--- src/rtl/stopwatch_pkg.sv ---
// Shared types and helpers for the BCD lap timer.
package stopwatch_pkg;

    localparam int unsigned BCD_W = 4;

    typedef logic [BCD_W-1:0] bcd_t;

    typedef enum logic {CNT_UP, CNT_DOWN} cnt_mode_e;

    function automatic bcd_t bcd_clamp(bcd_t v, bcd_t max);
        return (v > max) ? max : v;
    endfunction

endpackage

--- src/rtl/bcd_digit.sv ---
// One BCD digit with its own modulus; carry/borrow outputs feed the next digit's step.
module bcd_digit
    import stopwatch_pkg::*;
#(
    parameter bcd_t MAX = 4'd9
) (
    input  logic clk,
    input  logic rst,
    input  logic step,
    input  logic dir,
    input  logic ld,
    input  bcd_t ld_val,
    input  logic clr,
    output bcd_t q,
    output logic carry_out,
    output logic borrow_out
);

    always_ff @(posedge clk) begin
        if (rst || clr) begin
            q <= '0;
        end else if (ld) begin
            q <= bcd_clamp(ld_val, MAX);
        end else if (step) begin
            if (dir)
                q <= (q == '0) ? MAX : q - BCD_W'(1);
            else
                q <= (q == MAX) ? '0 : q + BCD_W'(1);
        end
    end

    assign carry_out  = !dir && (q == MAX);
    assign borrow_out = dir && (q == '0);

endmodule

--- src/rtl/bcd_lap_timer.sv ---
// Parametrised BCD up/down timer with prescaler, preset load, sticky expiry and lap capture.
module bcd_lap_timer
    import stopwatch_pkg::*;
#(
    parameter int unsigned DVSR    = 1_000_000,
    parameter int unsigned N_DIG   = 6,
    parameter logic [4*N_DIG-1:0] DIG_MAX = 24'h59_5999
) (
    input  logic               clk,
    input  logic               rst,
    input  logic               en,
    input  logic               clr,
    input  logic               mode,
    input  logic               load,
    input  logic [4*N_DIG-1:0] load_val,
    input  logic               lap,
    output logic               tick,
    output logic [4*N_DIG-1:0] digits,
    output logic [4*N_DIG-1:0] lap_q,
    output logic               lap_valid,
    output logic               wrap,
    output logic               expired
);

    localparam int unsigned PSC_W = (DVSR > 2) ? $clog2(DVSR) : 1;
    localparam int unsigned CNT_W = BCD_W * N_DIG;

    logic [PSC_W-1:0] psc;
    logic [N_DIG:0]   step_chain;
    logic [N_DIG-1:0] carry, borrow;
    cnt_mode_e        cnt_mode;
    logic             hold_off;
    logic             all_zero;
    logic             up_step;
    logic             down_step;

    assign cnt_mode  = cnt_mode_e'(mode);
    assign hold_off  = clr || load;
    assign tick      = en && (psc == PSC_W'(DVSR - 1));
    assign all_zero  = (digits == '0);
    assign up_step   = tick && !hold_off && (cnt_mode == CNT_UP);
    assign down_step = tick && !hold_off && (cnt_mode == CNT_DOWN) && !expired && !all_zero;

    // Prescaler: restarts on clr/load, freezes while en is low.
    always_ff @(posedge clk) begin
        if (rst || hold_off)
            psc <= '0;
        else if (tick)
            psc <= '0;
        else if (en)
            psc <= psc + PSC_W'(1);
    end

    assign step_chain[0] = up_step || down_step;

    for (genvar i = 0; i < N_DIG; i++) begin : g_dig
        bcd_digit #(
            .MAX (bcd_t'(DIG_MAX[BCD_W*i +: BCD_W]))
        ) u_digit (
            .clk        (clk),
            .rst        (rst),
            .step       (step_chain[i]),
            .dir        (cnt_mode == CNT_DOWN),
            .ld         (load),
            .ld_val     (load_val[BCD_W*i +: BCD_W]),
            .clr        (clr),
            .q          (digits[BCD_W*i +: BCD_W]),
            .carry_out  (carry[i]),
            .borrow_out (borrow[i])
        );
        assign step_chain[i+1] = step_chain[i] && (carry[i] || borrow[i]);
    end

    // Flags: wrap is a one-cycle pulse, expired stays set until rst/clr/load.
    always_ff @(posedge clk) begin
        if (rst || hold_off) begin
            wrap    <= 1'b0;
            expired <= 1'b0;
        end else begin
            wrap <= up_step && step_chain[N_DIG];
            if (down_step && (digits == CNT_W'(1)))
                expired <= 1'b1;
        end
    end

    // Lap capture samples the pre-update count; load alone invalidates it.
    always_ff @(posedge clk) begin
        if (rst || clr) begin
            lap_q     <= '0;
            lap_valid <= 1'b0;
        end else if (lap) begin
            lap_q     <= digits;
            lap_valid <= 1'b1;
        end else if (load) begin
            lap_valid <= 1'b0;
        end
    end

endmodule

--- config.mk ---
export PLATFORM = sky130hd
export DESIGN_NAME = bcd_lap_timer
export DESIGN_NICKNAME = d
export VERILOG_FILES = /design/src/rtl/stopwatch_pkg.sv /design/src/rtl/bcd_digit.sv /design/src/rtl/bcd_lap_timer.sv
export SDC_FILE = /design/constraint.sdc
export NUM_CORES = 1
export LEC_CHECK = 0
export BUFFER_PORTS_ARGS = -buffer_cell sky130_fd_sc_hd__clkbuf_2
export CORE_MARGIN = 2
export CORE_UTILIZATION = 38
export DETAILED_ROUTE_END_ITERATION = 12
export GPL_ROUTABILITY_DRIVEN = 0
export MAX_ROUTING_LAYER = met4
export PLACE_DENSITY_LB_ADDON = 0.05
export RECOVER_POWER = 100
export SLEW_MARGIN = 20
export SYNTH_ARGS = -nofsm -noshare
export SYNTH_HDL_FRONTEND = slang
export SYNTH_SLANG_ARGS = --single-unit
--- constraint.sdc ---
create_clock -name clk -period 2.3 [get_ports clk]
set_input_delay 0.115 -clock clk [delete_from_list [all_inputs] [get_ports clk]]
set_output_delay 0.115 -clock clk [all_outputs]
set_load 0.02 [all_outputs]
==> results.toml, run 1 <==
[cts]
cts_max_path_buffers = 2
cts_buffers = 9
htreeDepth = 3
cts_tree = "yes"
cts.sinks = 71
clk-insertion-delay-late_ns = 0.36
clock-root-buffer = "clkbuf_8"
clk_pin_slew_ns = 0.09

[timing]
hold_viol_final = 0
whs_ns = 0.0206
max_freq_mhz = 450
drv_slew = 26
rsz0062_at_grt = "true"
worstMarginPinSlew_ns = 1.93
relSlewSlack_pct = -28.6
setup_viol = 0
skew_ns = 0.0113
fin_crit_ns = 2.22
period_share_pct = 96.7

[synthesis]
synth.avg_cell_area_sq_um = 8.34
ys_types = 69
synth_fa_ha_area_share_pct = 0.307
synth_top_family_by_area = "simple AND/OR/NAND/NOR gates"
netlist_area_sq_um = 4070
syn_nets = 520
synth_edf_count = 0
ys_seq_elements = 71
synthMuxAreaShare_pct = 9.93
synthCells = 488
synth_ff_type = "dfxtp_1"
yosys.area_share.xor_xnor_pct = 6.46
synthArstFlopShare_pct = 0
synthSimpleGateAreaFrac_pct = 27.4
ys_seq_area_share_pct = 34.9
synth_compound_area_share_pct = 16.0
ys_warn_count = 0

[routing]
vias_per_cell = 5.25
drt_iter0_drc = 155
drt-total-wl_mm = 11.5
via_count = 3909
avgRoutedWirePerCell_microns = 15.4
remaining_drc_errors = 0
first_pass_iters = 4
drt.antenna.violating_nets = 0

[setup_path]
slowest_delay_ns = 0.55
cp_top_family = "simple AND/OR/NAND/NOR gates"
crit_path_start_kind = "flop"
cpMostUsedCell = "buf_4"
worst_ep_arrival_time_ns = 2.47
cp_slowest_cell = "or4_4"
crit_type = "reg2reg"
path_cells = "or4_4 -> buf_6 -> nor4_4 -> nor4bb_4 -> buf_4 -> buf_4 -> nor4b_4 -> a311o_1"
cp.required_ns = 2.54
path_buf_inv = 3
cp_max_fo = 4
cp-end-kind = "flop"

[floorplan]
fp.dieH_microns = 107
io_pins = 83
die_width_microns = 107
die-area_sq_um = 11600
core_area_sq_um = 10400
rows = 37
start_util_pct = 39.2

[pwr]
ir_drop_mv = 0.269
pwr-share-seq_pct = 46.8
netSwitchingFraction_pct = 28.6
internal_power_mw = 1.92
pwr_density_cell_nw_per_um2 = 521
combinationalPowerShare_pct = 15.4
pwr-share-clk_pct = 37.8
cellLeakagePower_nw = 1.98
p_sw_mw = 0.770

[layout]
syn2layout_area_growth_pct = 27.1
nNetsFinal = 636
diodes = 0
drive_above_1_share_pct = 23.8
final_core_util_pct = 49.9

[run_status]
outcome = "finished, violations left"
violations = "max-capacitance violations, max-slew violations"

[global_route]
antenna_found_initial = 0
track_usage_pct = 20.6
grt_pass1_vias = 3803
grt_remaining_overflow = 0
grt_max_degree = 36
grt_first_pass_wirelength_mm = 18.4

[placed_design]
io_buffers = 82
place_hpwl_mm = 8.45

[worst_hold_path]
hold_path.class = "in2reg"

[run]
maxCapViolations = 1
## cell families after synthesis
logic type      after synthesis
buf+inv                      49
flops                        71
compound gates               96
fa+ha+maj                     1
simple gates                201
xor+xnor                     30
mux                          40
## cell usage after synthesis, types with 4 or more instances
cell type / instances / area [sq um]
buf_2: 5 / 25.0
nand2b_1: 10 / 62.6
mux2i_1: 37 / 370
nand4_1: 7 / 43.8
xor2_1: 15 / 131
nand3b_1: 5 / 37.5
nand3_1: 8 / 40.0
inv_1: 9 / 33.8
a211oi_1: 10 / 75.1
xnor2_1: 15 / 131
nor3_1: 9 / 45.0
nand2_1: 25 / 93.8
a31oi_1: 8 / 50.1
nor2b_1: 10 / 62.6
a21oi_1: 18 / 90.1
and3_1: 4 / 25.0
dfxtp_1: 71 / 1420
o21ai_0: 20 / 100
nor2_1: 84 / 315
and2_1: 4 / 25.0
o22ai_1: 5 / 31.3
clkbuf_1: 30 / 113
## metal layers
layer,part of all wire (%),global-route usage [%],wire length [microns],vias up
met5,0,-,0,-
met4,0.94,6.68,108,0
met3,3.8,3.21,432,9
met2,49,34.5,5620,61
met1,46,25.4,5340,1863
li1,-,-,-,1976
## per-stage QoR
| step | area [sq um] | setup TNS, ns | power, mW | std cells | setup WS, ns |
|---|---|---|---|---|---|
| finish | 5170 | 0 | 2.69 | 745 | 0.0762 |
| global route | 5170 | -0.0240 | 2.82 | 745 | -0.0125 |
| CTS | 5180 | 0 | 2.72 | 744 | 0.00909 |
| detailed placement | 4950 | -0.107 | 1.69 | 726 | -0.0454 |
| global placement | 4950 | 0 | 1.69 | 726 | 0.00798 |
| floorplan | 4080 | 0 | 1.54 | 488 | 0.00229 |
## worst paths after layout
kind	from	to	slack (ns)	cells past startpoint
setup / recovery	g_dig[2].u_digit.q[1]	g_dig[4].u_digit.q[1]	0.08	8
hold / removal	load_val[1]	g_dig[0].u_digit.q[1]	0.02	3
setup reg to reg	g_dig[2].u_digit.q[1]	g_dig[4].u_digit.q[1]	0.08	8
hold reg to reg	lap_q[1]	lap_q[1]	0.50	2
## repair_timing
item / in CTS / in global routing
setup endpoints to repair: 3 / 12
endpoints found under the hold margin: 2 / 0
setup buffers: 0 / 1
hold buffers: 2 / 0
resized for setup: 1 / 12
pin swaps: 0 / 5
## power groups by stage
| stage | clock, mW | combinational, mW | sequential [mW] |
|---|---|---|---|
| detailed placement | 0 | 0.401 | 1.29 |
| global placement | 0 | 0.400 | 1.29 |
| finish | 1.02 | 0.415 | 1.26 |
| CTS | 1.05 | 0.407 | 1.26 |
| floorplan | 0 | 0.224 | 1.31 |
| global route | 1.10 | 0.452 | 1.26 |
## state kept, by name (all words and copies together) (netlist names)
register,flops
lap_q,24
wrap,1
psc,20
expired,1
g_dig.u_digit.q,24
lap_valid,1
## cell usage in the layout, fill, tap and decap left out, drive strengths merged, types with 10 or more instances in the layout
master	count
a21oi	19
a211oi	11
nor2	84
nand2b	10
clkbuf	94
buf	58
nor2b	10
dfxtp	71
nand2	25
mux2i	37
o21ai	20
xor2	15
xnor2	15
## layout make-up
type	instances	area [sq um]
clock inverter	7	73.8
tap	136	170
inverter	9	33.8
timing repair buffer	145	838
fill	1073	5190
sequential	71	1420
clock buffer	9	124
multi-input combinational	368	2510
## worst register-to-register path: stages (launching register included)
cell      delay, ns
dfxtp_2        0.33
or4_4          0.55
buf_6          0.15
nor4_4         0.29
nor4bb_4       0.09
buf_4          0.15
buf_4          0.15
nor4b_4        0.12
a311o_1        0.29
(Power assumes the default switching activity.)
==> run 2, diff against run 1 <==
--- a/config.mk
+++ b/config.mk
@@ -5,6 +5,7 @@
 export SDC_FILE = /design/constraint.sdc
 export NUM_CORES = 1
 export LEC_CHECK = 0
+export ABC_AREA = 1
 export BUFFER_PORTS_ARGS = -buffer_cell sky130_fd_sc_hd__clkbuf_2
 export CORE_MARGIN = 2
 export CORE_UTILIZATION = 38
==> run 2 against run 1 <==
- the flow now finishes without violations
- sequential power about the same
- count of clock-buffer cells in the layout grew 4
- sequential share of layout area up 4.1 points
- non-clock buffer count decreased by 55
- via count grew 3.8%
- synthesized area is 5.0% lower
- combinational power decreased by 10%
- critical path depth up 3
- fmax is 6.1% higher
- die area is 4.8% lower
- critical endpoint is now g_dig[2].u_digit.q[1]
- largest cell class unchanged
==> results.toml, run 2 <==
[timing]
max_freq_mhz = 477
setup_viol = 0
rsz0062_at_grt = "false"
hold_viol_final = 0
drv_slew = 0
period_share_pct = 91.1
fin_ws_ns = 0.205
worstMarginPinSlew_ns = 1.27
relSlewSlack_pct = 15.3
fin_crit_ns = 2.10
final.setup.tns_ns = 0
skew_ns = 0.00794

[synthesis]
synth_ff_type = "dfxtp_1"
synthCells = 583
synth.avg_cell_area_sq_um = 6.63
ys_top_cells_by_area = "dfxtp_1 (37%), nand2_1 (10%), nor2_1 (8.7%)"
synth_common_cells = "nand2_1 (103), nor2_1 (90), dfxtp_1 (71)"
netlist_area_sq_um = 3870
ys_types = 41
yosys.area.top_type = "dfxtp_1"
syn_nets = 615
synth_top_area_share_pct = 36.8
synthArstFlopShare_pct = 0
synth_edf_count = 0
ys_warn_count = 0
ys_seq_area_share_pct = 36.8
ys_seq_elements = 71
yosysMostFrequentCell = "nand2_1"

[layout]
nNetsFinal = 695
syn2layout_area_growth_pct = 16.1
diodes = 0
num-fill-cells = 1076
final_core_util_pct = 45.7
reg_top3 = "g_dig.u_digit.q (24), lap_q (24), psc (20)"
final_cell_mix = "nand2_1 (103), nor2_1 (93), dfxtp_1 (71)"
drive_above_1_share_pct = 9.46
layout_commonest_cell = "nand2_1"

[placed_design]
place_hpwl_mm = 7.94
pre_cts_slack_ns = 0.308
io_buffers = 82

[cts]
cts_buffers = 9
postCtsHoldBufs = 0
postCtsResizedCells = 0
cts_tree = "yes"
clk-insertion-delay-late_ns = 0.34
cts.sinks = 71
post_cts_buffers = 0
htreeDepth = 3
clock-root-buffer = "clkbuf_8"
cts_max_path_buffers = 2
clk_pin_slew_ns = 0.08

[routing]
drt-total-wl_mm = 10.7
drt.antenna.violating_nets = 0
via_count = 4058
first_pass_iters = 4
drt_iter0_drc = 208
vias_per_cell = 5.08
remaining_drc_errors = 0
avgRoutedWirePerCell_microns = 13.4

[setup_path]
cp_max_fo = 7
r2r-start = "g_dig[2].u_digit.q[0]"
reg2regPathDepth = 11
worst_ep_arrival_time_ns = 2.37
crit_type = "reg2reg"
cp-end-kind = "flop"
crit_path_start_kind = "flop"
crit_path_start = "g_dig[2].u_digit.q[0]"
cp-endpoint = "g_dig[2].u_digit.q[1]"
cp.required_ns = 2.58
rrSetupSlack_ns = 0.20
reg2reg_to = "g_dig[2].u_digit.q[1]"

[global_route]
grt_first_pass_wirelength_mm = 17.5
antenna_found_initial = 0
track_usage_pct = 19.9
grt_pass1_vias = 3698
grt_max_degree = 33
grt_remaining_overflow = 0

[pwr]
ir_drop_mv = 0.223
cellLeakagePower_nw = 1.72
pwr_density_cell_nw_per_um2 = 569
power_mw = 2.56

[floorplan]
fp.dieH_microns = 105
start_util_pct = 39.4
die_width_microns = 105
rows = 36
die-area_sq_um = 11000
core_area_sq_um = 9820
io_pins = 83

[worst_hold_path]
hold_path.class = "in2reg"

[run]
maxCapViolations = 0

[run_status]
outcome = "completed"
[run 2: cell types whose count changed in the layout (fill, tap and decap cells not counted), sizes merged, moves of 7 or more]
cell / delta
nand2: +79
inv: +56
buf: -53
o21ai: +47
a21oi: +46
mux2i: -36
nand3: +18
nor2: +14
xnor2: -11
nand2b: -10
nor2b: -10
xor2: -7
[run 2: worst max-delay path, cell delays in order, from the launching register on]
cell	delay, ns
dfxtp_1	0.39
nor2_1	0.29
nand2_1	0.13
nor2_1	0.17
nand3_1	0.12
nand2_1	0.12
a21oi_4	0.09
nand3_1	0.14
nand2_1	0.17
inv_1	0.15
o21ai_0	0.08
a21oi_1	0.17
[run 2: logic make-up after synthesis]
| family | after synthesis | synth area share (%) |
|---|---|---|
| XOR/XNOR | 12 | 2.72 |
| AO/OA/AOI/OAI | 162 | 23.4 |
| flip-flops | 71 | 36.8 |
| AND/OR/NAND/NOR | 250 | 28.0 |
| adder cells (fa/ha/maj) | 1 | 0.324 |
| buffers and inverters | 86 | 8.51 |
| multiplexers | 1 | 0.259 |
[run 2: power breakdown]
group | internal, mW | leakage, nW | switching, mW
registers | 1.26 | 0.577 | 0.0327
logic | 0.116 | 1.06 | 0.257
clock network | 0.439 | 0.0854 | 0.454
total | 1.81 | 1.72 | 0.744
[run 2: how the worst min path moves through the flow]
stage | cells past startpoint | from | endpoint
finish | 3 | load_val[6] | g_dig[1].u_digit.q[2]
global placement | 3 | load_val[6] | g_dig[1].u_digit.q[2]
detailed placement | 3 | load_val[6] | g_dig[1].u_digit.q[2]
global route | 3 | load_val[6] | g_dig[1].u_digit.q[2]
floorplan | 2 | load_val[3] | g_dig[0].u_digit.q[3]
CTS | 3 | load_val[6] | g_dig[1].u_digit.q[2]
[run 2: metal layers]
layer | GRT usage [%] | wire, microns | up-vias
li1 | - | - | 2105
met1 | 26.2 | 5190 | 1833
met2 | 31.6 | 4860 | 106
met3 | 2.93 | 494 | 14
met4 | 6.10 | 138 | 0
met5 | - | 0 | -
[run 2: stage by stage]
stage / area (sq um) / cells / hold WS (ns)
final: 4490 / 799 / 0.0762
after global routing: 4490 / 799 / 0.0880
after CTS: 4580 / 799 / 0.0598
after detailed placement: 4420 / 785 / 0.425
after global placement: 4420 / 785 / 0.417
after floorplan: 3870 / 583 / 0.286
[run 2: layout make-up]
cell class | count | area [sq um] | share of cell area [%]
repair buffers | 90 | 392 | 8.72
clock buffers | 13 | 159 | 3.54
well taps | 133 | 166 | 3.71
multi-input cells | 426 | 2100 | 46.8
flip-flops and latches | 71 | 1420 | 31.7
clock inverters | 1 | 5.00 | 0.111
inverters | 65 | 244 | 5.43
==> run 3, diff against run 2 <==
--- a/config.mk
+++ b/config.mk
@@ -8,12 +8,13 @@
 export ABC_AREA = 1
 export BUFFER_PORTS_ARGS = -buffer_cell sky130_fd_sc_hd__clkbuf_2
 export CORE_MARGIN = 2
-export CORE_UTILIZATION = 38
+export CORE_UTILIZATION = 49
 export DETAILED_ROUTE_END_ITERATION = 12
 export GPL_ROUTABILITY_DRIVEN = 0
 export MAX_ROUTING_LAYER = met4
-export PLACE_DENSITY_LB_ADDON = 0.05
+export PLACE_DENSITY = 0.76
 export RECOVER_POWER = 100
+export SETUP_SLACK_MARGIN = 0.02
 export SLEW_MARGIN = 20
 export SYNTH_ARGS = -nofsm -noshare
 export SYNTH_HDL_FRONTEND = slang
==> run 3 against run 2 <==
- the flow now finishes with violations (max-capacitance violations, max-slew violations)
- total power shrank 0.43%
- count of clock-buffer cells in the layout shrank 2
- global-route usage up 6.2 points
- clock skew hardly changed
- critical path type unchanged
- critical endpoint is now g_dig[5].u_digit.q[3]
- largest cell class unchanged
==> results.toml, run 3 (synthesized netlist as in run 2, its figures left out) <==
[run_status]
outcome = "finished, violations left"
violations = "max-capacitance violations, max-slew violations"

[floorplan]
die-area_sq_um = 8620
io_pins = 83
die_width_microns = 92.8
rows = 32
fp.dieH_microns = 92.8
core_area_sq_um = 7690
start_util_pct = 50.3

[global_route]
grt_remaining_overflow = 0
grt_first_pass_wirelength_mm = 17.8
grt_pass1_vias = 3971
antenna_found_initial = 0
grt_max_degree = 46
track_usage_pct = 26.1

[layout]
final_core_util_pct = 58.0
multiInputGateArea_sq_um = 2110
nNetsFinal = 694
regArea_sq_um = 1420
drive_above_1_share_pct = 10.7
syn2layout_area_growth_pct = 15.4
final_cell_mix = "nand2_1 (103), nor2_1 (90), dfxtp_1 (71)"
diodes = 0
reg_top3 = "g_dig.u_digit.q (24), lap_q (24), psc (20)"
num-fill-cells = 787
layout_commonest_cell = "nand2_1"

[setup_path]
cp.required_ns = 2.55
worst_ep_arrival_time_ns = 2.29
crit_path_start_kind = "flop"
crit_type = "reg2reg"
cp_max_fo = 8
cp-end-kind = "flop"

[routing]
first_pass_iters = 5
drt_iter0_drc = 228
remaining_drc_errors = 0
vias_per_cell = 5.47
avgRoutedWirePerCell_microns = 13.9
drt.antenna.violating_nets = 0
drt-total-wl_mm = 10.6
via_count = 4200

[cts]
postCtsHoldBufs = 0
clk-insertion-delay-late_ns = 0.35
htreeDepth = 3
cts.sinks = 71
cts_max_path_buffers = 2
cts_buffers = 9
clk_pin_slew_ns = 0.08
clock-root-buffer = "clkbuf_8"
post_cts_buffers = 0
cts_tree = "yes"

[timing]
fin_crit_ns = 2.04
worstMarginPinSlew_ns = 1.70
rsz0062_at_grt = "false"
skew_ns = 0.00814
setup_viol = 0
period_share_pct = 88.9
final.setup.tns_ns = 0
drv_slew = 46
max_freq_mhz = 489
relSlewSlack_pct = -13.6
hold_viol_final = 0
whs_ns = 0.0715

[placed_design]
io_buffers = 82
place_hpwl_mm = 7.81

[pwr]
power_mw = 2.55
ir_drop_mv = 0.380
pwr_density_cell_nw_per_um2 = 571
cellLeakagePower_nw = 1.73

[run]
maxCapViolations = 1

[worst_hold_path]
hold_path.class = "in2reg"
run 3: changes by cell type in the layout (fill, tap and decap cells not counted), sizes merged:
cell,before,now
buf,5,6
clkbuf,98,94
clkinvlp,0,1
clkinv,1,3
run 3: worst max-delay path, stage by stage, from the launching register on:
cell and delay [ns]:
dfxtp_1 0.38, ha_1 0.22, nand2_1 0.07, nor2_1 0.09, nand2_1 0.10, nor2_2 0.09, nand3_1 0.13, a21oi_4 0.23
nand3_2 0.14, nor2_4 0.15, nand3_4 0.13, o21ai_0 0.16, nor2_1 0.05
run 3: per-stage QoR:
stage | setup slack [ns] | cells | area (sq um)
CTS | 0.274 | 768 | 4540
finish | 0.256 | 768 | 4460
global route | 0.0148 | 768 | 4460
floorplan | 0.0880 | 583 | 3870
global placement | 0.387 | 753 | 4370
detailed placement | 0.299 | 753 | 4370
run 3: area by class of cell:
type	instances	share of cell area (%)
Clock buffer	11	3.17
Clock inverter	4	0.505
Inverter	65	5.47
Multi-Input combinational cell	426	47.3
Sequential cell	71	31.9
Tap cell	102	2.86
Timing Repair Buffer	89	8.83
run 3: layer usage:
metal,track usage (%),vias to the layer above,wire (microns)
met1,31.3,1939,4650
met3,4.80,17,687
li1,-,2102,-
met5,-,-,0
met2,43.8,142,5130
met4,9.68,0,172
run 3: repair_timing:
action                                  4_1_cts  5_1_grt
hold endpoints to repair                      0        0
endpoints found under the setup margin        0        2
resized for setup                             0        3
run 3: final timing paths:
check / startpoint / depth (start not counted) / end / slack [ns]
setup / recovery: psc[0] / 12 / g_dig[5].u_digit.q[3] / 0.26
hold / removal: load_val[6] / 3 / g_dig[1].u_digit.q[2] / 0.07
setup reg to reg: psc[0] / 12 / g_dig[5].u_digit.q[3] / 0.26
hold reg to reg: lap_valid / 2 / lap_valid / 0.46
run 3: report_power, final:
| part | total [mW] | switching, mW | internal [mW] |
|---|---|---|---|
| Combinational | 0.373 | 0.256 | 0.117 |
| Clock | 0.880 | 0.470 | 0.410 |
| Sequential | 1.29 | 0.0347 | 1.26 |
| Total | 2.55 | 0.761 | 1.79 |
